## src/rtl/anim_sequencer.sv

```systemverilog
// Animation frame sequencer.
// A tick counter divides clk down to the frame rate and steps a frame index
// in loop, one-shot, ping-pong or reverse-loop order. Playback can be started,
// restarted and paused. The current frame and the display's pixel coordinates
// go straight out to an external frame memory, and the returned word is
// registered as the output pixel.
module anim_sequencer #(
  parameter int FRAMES   = 16,
  parameter int FRAME_W  = 4,
  parameter int TICK_DIV = 33554432,
  parameter int DIV_W    = 26,
  parameter int ADDR_W   = 8,
  parameter int DATA_W   = 16
) (
  input  logic              clk,
  input  logic              rst,
  input  logic              start,
  input  logic              pause,
  input  logic [1:0]        mode,
  input  logic [ADDR_W-1:0] addr_x,
  input  logic [ADDR_W-1:0] addr_y,
  output logic [FRAME_W-1:0] mem_frame,
  output logic [ADDR_W-1:0] mem_addr_x,
  output logic [ADDR_W-1:0] mem_addr_y,
  input  logic [DATA_W-1:0] mem_data,
  output logic [DATA_W-1:0] pix_data,
  output logic [FRAME_W-1:0] frame,
  output logic              busy,
  output logic              done
);

  typedef enum logic [1:0] {
    S_IDLE   = 2'd0,
    S_PLAY   = 2'd1,
    S_PAUSED = 2'd2,
    S_DONE   = 2'd3
  } state_e;

  localparam logic [1:0] MODE_LOOP    = 2'b00;
  localparam logic [1:0] MODE_ONESHOT = 2'b01;
  localparam logic [1:0] MODE_PINGPONG = 2'b10;
  localparam logic [1:0] MODE_REVERSE = 2'b11;

  localparam logic [FRAME_W-1:0] FRAME_LAST = FRAME_W'(FRAMES - 1);
  localparam logic [FRAME_W-1:0] FRAME_ONE  = FRAME_W'(1);
  localparam logic [FRAME_W-1:0] FRAME_ZERO = '0;
  localparam logic [DIV_W-1:0]   TICK_LAST  = DIV_W'(TICK_DIV - 1);
  localparam logic [DIV_W-1:0]   TICK_ONE   = DIV_W'(1);

  state_e             state_q;
  logic [1:0]         mode_q;
  logic [FRAME_W-1:0] frame_q;
  logic [DIV_W-1:0]   tick_q;
  logic               dir_q;
  logic               done_q;
  logic [DATA_W-1:0]  pix_q;

  logic [FRAME_W-1:0] frame_d;
  logic               dir_d;
  logic               oneshot_end;

  // Work out where the frame index goes at the next terminal tick.
  // dir_q=1 means counting up; a lone frame in ping-pong never moves.
  always_comb begin
    frame_d     = frame_q;
    dir_d       = dir_q;
    oneshot_end = 1'b0;
    case (mode_q)
      MODE_LOOP: begin
        frame_d = (frame_q == FRAME_LAST) ? FRAME_ZERO : frame_q + FRAME_ONE;
      end
      MODE_ONESHOT: begin
        if (frame_q == FRAME_LAST) begin
          oneshot_end = 1'b1;
        end else begin
          frame_d = frame_q + FRAME_ONE;
        end
      end
      MODE_PINGPONG: begin
        if (FRAMES > 1) begin
          if (dir_q) begin
            if (frame_q == FRAME_LAST) begin
              frame_d = FRAME_LAST - FRAME_ONE;
              dir_d   = 1'b0;
            end else begin
              frame_d = frame_q + FRAME_ONE;
            end
          end else begin
            if (frame_q == FRAME_ZERO) begin
              frame_d = FRAME_ONE;
              dir_d   = 1'b1;
            end else begin
              frame_d = frame_q - FRAME_ONE;
            end
          end
        end
      end
      MODE_REVERSE: begin
        frame_d = (frame_q == FRAME_ZERO) ? FRAME_LAST : frame_q - FRAME_ONE;
      end
      default: begin
        frame_d = frame_q;
      end
    endcase
  end

  // Playback state machine: start always wins, a paused cycle neither counts
  // nor advances, and the cycle that leaves pause counts as a normal tick.
  always_ff @(posedge clk or negedge rst) begin
    if (!rst) begin
      state_q <= S_IDLE;
      mode_q  <= MODE_LOOP;
      frame_q <= '0;
      tick_q  <= '0;
      dir_q   <= 1'b1;
      done_q  <= 1'b0;
    end else begin
      done_q <= 1'b0;
      if (start) begin
        state_q <= S_PLAY;
        mode_q  <= mode;
        tick_q  <= '0;
        frame_q <= (mode == MODE_REVERSE) ? FRAME_LAST : FRAME_ZERO;
        dir_q   <= 1'b1;
      end else begin
        case (state_q)
          S_PLAY, S_PAUSED: begin
            if (pause) begin
              state_q <= S_PAUSED;
            end else begin
              state_q <= S_PLAY;
              if (tick_q == TICK_LAST) begin
                tick_q <= '0;
                if (oneshot_end) begin
                  state_q <= S_DONE;
                  done_q  <= 1'b1;
                end else begin
                  frame_q <= frame_d;
                  dir_q   <= dir_d;
                end
              end else begin
                tick_q <= tick_q + TICK_ONE;
              end
            end
          end
          default: begin
            state_q <= state_q;
          end
        endcase
      end
    end
  end

  // Register the frame-memory word every cycle, whatever the playback state.
  always_ff @(posedge clk or negedge rst) begin
    if (!rst) begin
      pix_q <= '0;
    end else begin
      pix_q <= mem_data;
    end
  end

  assign mem_frame  = frame_q;
  assign mem_addr_x = addr_x;
  assign mem_addr_y = addr_y;
  assign pix_data   = pix_q;
  assign frame      = frame_q;
  assign busy       = (state_q == S_PLAY) || (state_q == S_PAUSED);
  assign done       = done_q;

endmodule
```

## config.mk

```make
export PLATFORM = sky130hd
export DESIGN_NAME = anim_sequencer
export DESIGN_NICKNAME = d
export VERILOG_FILES = /design/src/rtl/anim_sequencer.sv
export SDC_FILE = /design/constraint.sdc
export NUM_CORES = 1
export LEC_CHECK = 0
export ABC_AREA = 1
export ABC_CLOCK_PERIOD_IN_PS = 3940
export BUFFER_PORTS_ARGS = -buffer_cell sky130_fd_sc_hd__clkbuf_2
export CAP_MARGIN = 20
export CORE_UTILIZATION = 40
export DETAILED_ROUTE_END_ITERATION = 7
export SKIP_LAST_GASP = 1
export SYNTH_ARGS = -nofsm -noshare
export SYNTH_HDL_FRONTEND = slang
export SYNTH_SLANG_ARGS = --single-unit
```

## constraint.sdc

```tcl
create_clock -name clk -period 3.94 [get_ports clk]
set_input_delay 0.394 -clock clk [delete_from_list [all_inputs] [get_ports clk]]
set_output_delay 0.394 -clock clk [all_outputs]
set_load 0.05 [all_outputs]
```

==> flow_results.org <==
** Outcome
- Result of the run :: finished, final reports clean

** Routing
- The first TritonRoute pass finished after 4 iterations.
- Iteration-0 DRC Markers :: 69
- After detailed routing, the average wire length per cell comes to 11.6 µm.
- In the routed layout, each cell is associated on average with a via count of 4.69.
- Final antenna-violating net count :: 0
- Total Wirelength :: 5740 µm
- Drt drc :: 0
- Vias post-DR :: approximately 2300

** Clock network
- The longest clock path from root to sink contains 2 buffers.
- Once the clock tree was built, the resizer swapped 0 gates to a different size.
- Clock sink count :: 52
- Max H-tree Level :: 2
- Root buffer cell :: sky130_fd_sc_hd__clkbuf_8
- Clock tree from TritonCTS :: yes
- TritonCTS buffer count :: 5
- After clock tree synthesis, the setup repair step added 0 buffers.
- Register clock-pin slew on the reported worst setup and hold paths :: approximately 0.10 ns
- Total of hold buffers inserted after clock tree synthesis :: 0
- Worst-Skew Late Latency :: between 0.3 and 0.4 ns

** Layout
- Layout overhead on the synthesized area :: 9.16%
- 0 antenna diodes ended up in the layout.
- Of the cells placed in the final design, the portion with a size suffix greater than 1 is 22.2%.
- The finished cells cover between 3000 and 4000 µm².
- In the final design database the tool counted approximately 440 nets.

** STA
- Clock skew on the completed layout was measured at around 0.0057 ns.
- Rel. slew slack :: between 50% and 60%
- The hold violation total from the final report is 0.
- Maximum clock frequency :: between 500 and 600 MHz
- Hold is met by around 0.18 ns.
- Setup violations remaining at the end of the flow were counted as 0.
- Setup Total Neg Slack :: 0 ns
- Number of slew-limit violations in the final report :: 0
- Of the available clock period, the critical path in the final layout requires ~43%.
- After layout, the minimum clock period comes to between 1.5 and 2 ns.
- The worst path meets setup with 2.24 ns of slack.
- Setup repair after global routing left no endpoint under its margin.
- At the pin with the least slew margin, the transition time is about 0.64 ns.

** Placement
- Final weighted congestion in routability-driven placement :: 0.877
- Setup Slack @ Placement :: 2.25 ns
- Port buffering added between 40 and 50 buffers.
- DPL Wire Length :: 4380 µm
- In this run the cell area measured after placement is between 3000 and 4000 µm².

** Worst hold path
- The min-delay analysis places its worst path in the category in -> reg.

** Floorplan
- The die covers around 7700 µm².
- Core Region :: 6940 µm²
- Die span in x :: 87.7 µm
- For this configuration, the core starts out at a cell density of 42.3%.
- The floorplan step set the die height to 87.7 µm.
- In this run the count of I/O pins placed on the die edge is 80.
- In this run the core area contains 30 standard-cell rows.

** Setup path
- Crit path launch type :: flop
- For the worst setup path, the data arrival time is about 1.9 ns.
- The setup check on the worst reg-to-reg path leaves a slack of around 2.2 ns.
- In this run the worst path has a maximum fanout of 14.
- Category of the most critical setup path :: reg -> reg
- Data required time of the critical path :: 4.14 ns
- STA classifies the critical path endpoint as a flop.

** GRT
- For this run the aggregate overflow at the end of global routing stands at 0.
- Via count of the first global-routing pass :: roughly 2300
- The number of antenna violations at the first check in global routing is 0.
- First-pass GRT wire length :: between 9000 and 10000 µm
- Global routing consumed, over all layers together, between 10% and 20% of the routing resources.
- Entering global routing, the biggest net connects between 50 and 60 pins.

** Power and ir drop
- The analysis attributes to cell leakage a power of 1.59 nW.
- VDD sags by at most 0.184 mV.
- Dividing total power by cell area gives a power density of ~410 nW/µm².

** Yosys
- Post-Synthesis Net Count :: between 400 and 500
- Summing every instance area after synthesis gives 2940 µm².
- Of the synthesized area, sequential elements account for 44.3%.
- In the synthesized netlist, the number of instances is about 370.
- Yosys printed 0 warnings.
- Each instance of the synthesized netlist takes up on average about 8.0 µm².
- After synthesis the netlist holds a flip-flop and latch count of between 50 and 60.
- After synthesis, the netlist uses 35 different library cells.

** Run
- Count of max-cap constraint violations :: 0
[area by class of cell]
type / instances / area (µm²)
clock inverters: 3 / 22.5
clock buffers: 5 / 68.8
flip-flops and latches: 52 / 1300
repair buffers: 48 / 243
multi-input cells: 251 / 1290
inverters: 42 / 163
well taps: 96 / 120
fillers: 703 / 3740
[worst max-delay path, cell delays in order (launching register included)]
cell and delay (ns):
sky130_fd_sc_hd__dfrtp_1 0.42, sky130_fd_sc_hd__ha_1 0.20, sky130_fd_sc_hd__inv_1 0.05, sky130_fd_sc_hd__nor2_1 0.20, sky130_fd_sc_hd__nand2_1 0.09, sky130_fd_sc_hd__nor2_2 0.11
sky130_fd_sc_hd__nand2_2 0.10, sky130_fd_sc_hd__nand2_4 0.10, sky130_fd_sc_hd__nand2_4 0.11, sky130_fd_sc_hd__clkinv_4 0.14, sky130_fd_sc_hd__nor3b_1 0.06
[synth_stat cells]
library cell / instances / area share [%]
sky130_fd_sc_hd__nor3_1: 2 / 0.34
sky130_fd_sc_hd__o21ai_1: 1 / 0.17
sky130_fd_sc_hd__nor2_4: 5 / 1.9
sky130_fd_sc_hd__o21ai_0: 12 / 2.0
sky130_fd_sc_hd__nor2_1: 60 / 7.7
sky130_fd_sc_hd__nor2_2: 4 / 0.85
sky130_fd_sc_hd__nor3_2: 1 / 0.34
sky130_fd_sc_hd__nand2_4: 4 / 1.5
sky130_fd_sc_hd__xnor2_1: 4 / 1.2
sky130_fd_sc_hd__buf_1: 1 / 0.13
sky130_fd_sc_hd__buf_4: 20 / 5.1
sky130_fd_sc_hd__o21bai_2: 1 / 0.38
sky130_fd_sc_hd__inv_1: 38 / 4.9
sky130_fd_sc_hd__or2_2: 2 / 0.43
sky130_fd_sc_hd__a21oi_1: 2 / 0.34
sky130_fd_sc_hd__nand2_2: 6 / 1.3
sky130_fd_sc_hd__a31oi_1: 1 / 0.21
sky130_fd_sc_hd__nand4_1: 11 / 2.3
sky130_fd_sc_hd__buf_6: 1 / 0.38
sky130_fd_sc_hd__nand2_1: 86 / 11
sky130_fd_sc_hd__nand3b_4: 1 / 0.68
sky130_fd_sc_hd__dfrtp_1: 51 / 43
sky130_fd_sc_hd__buf_8: 1 / 0.51
sky130_fd_sc_hd__inv_2: 3 / 0.38
sky130_fd_sc_hd__dfstp_2: 1 / 0.89
sky130_fd_sc_hd__a21o_1: 1 / 0.26
sky130_fd_sc_hd__xor2_1: 8 / 2.4
sky130_fd_sc_hd__ha_1: 4 / 1.7
sky130_fd_sc_hd__o211ai_1: 1 / 0.26
sky130_fd_sc_hd__nor4_1: 1 / 0.21
sky130_fd_sc_hd__nand3_1: 27 / 4.6
sky130_fd_sc_hd__a21oi_2: 4 / 1.2
sky130_fd_sc_hd__clkinv_4: 1 / 0.30
sky130_fd_sc_hd__nor3b_1: 2 / 0.51
sky130_fd_sc_hd__buf_2: 1 / 0.17
[final timing paths]
kind / cells past startpoint / endpoint / startpoint
worst max-delay path: 10 / tick_q[11] / tick_q[1]
worst min-delay path: 1 / pix_data[6] / mem_data[6]
worst max register to register: 10 / tick_q[11] / tick_q[1]
worst min register to register: 2 / dir_q / dir_q
max in group asynchronous: 2 / mode_q[0] / rst
min in group asynchronous: 2 / tick_q[13] / rst
[state kept, by name, summed over array words and instances (netlist names)]
name and cells:
frame 4, state_q 2, mode_q 2, done 1
tick_q 26, dir_q 1, pix_data 16
[per-layer routing]
metal  share of wire [%]  wire length, µm  vias to the layer above  track usage (%)
met2                  50             2850                       56             28.7
met1                  44             2540                     1058             19.7
met3                 4.4              253                       11             3.30
met4                 1.7               97                        0             7.15
li1                    -                -                     1206                -
met5                   0                0                        -                0
[placed cells by master, fill, tap and decap left out, drive strengths merged]
cell type  count
nor3b          2
xnor2          4
dfstp          1
nand4         11
o21bai         1
o211ai         1
dfrtp         51
a21oi          6
nand2         96
buf            1
nand3         27
o21ai         13
nor3           3
or2            2
clkinv         3
ha             4
clkbuf        52
a31oi          1
inv           42
xor2           8
a21o           1
nand3b         1
nor4           1
nor2          69
[power by group]
part	total, W	leakage [nW]	switching (W)	internal [W]
Sequential	0.000614	0.665	0.0000447	0.000570
Combinational	0.000397	0.873	0.000292	0.000105
Clock	0.000308	0.0485	0.000181	0.000128
Total	0.00132	1.59	0.000518	0.000802
[through the flow]
stage	std cells	total power, W	util (%)
6_report	497	0.00132	46.2
5_1_grt	497	0.00140	46.2
4_1_cts	497	0.00134	46.2
3_5_place_dp	489	0.00102	44.9
3_3_place_gp	489	0.00102	44.9
2_1_floorplan	369	0.000981	-
[cells by family after synthesis]
kind of cell,synth area share [%]
flops,44.3
buf+inv,11.8
fa+ha+maj,1.70
compound gates,4.86
simple gates,33.7
xor+xnor,3.58
No activity file was read; power rests on OpenSTA's default activity.
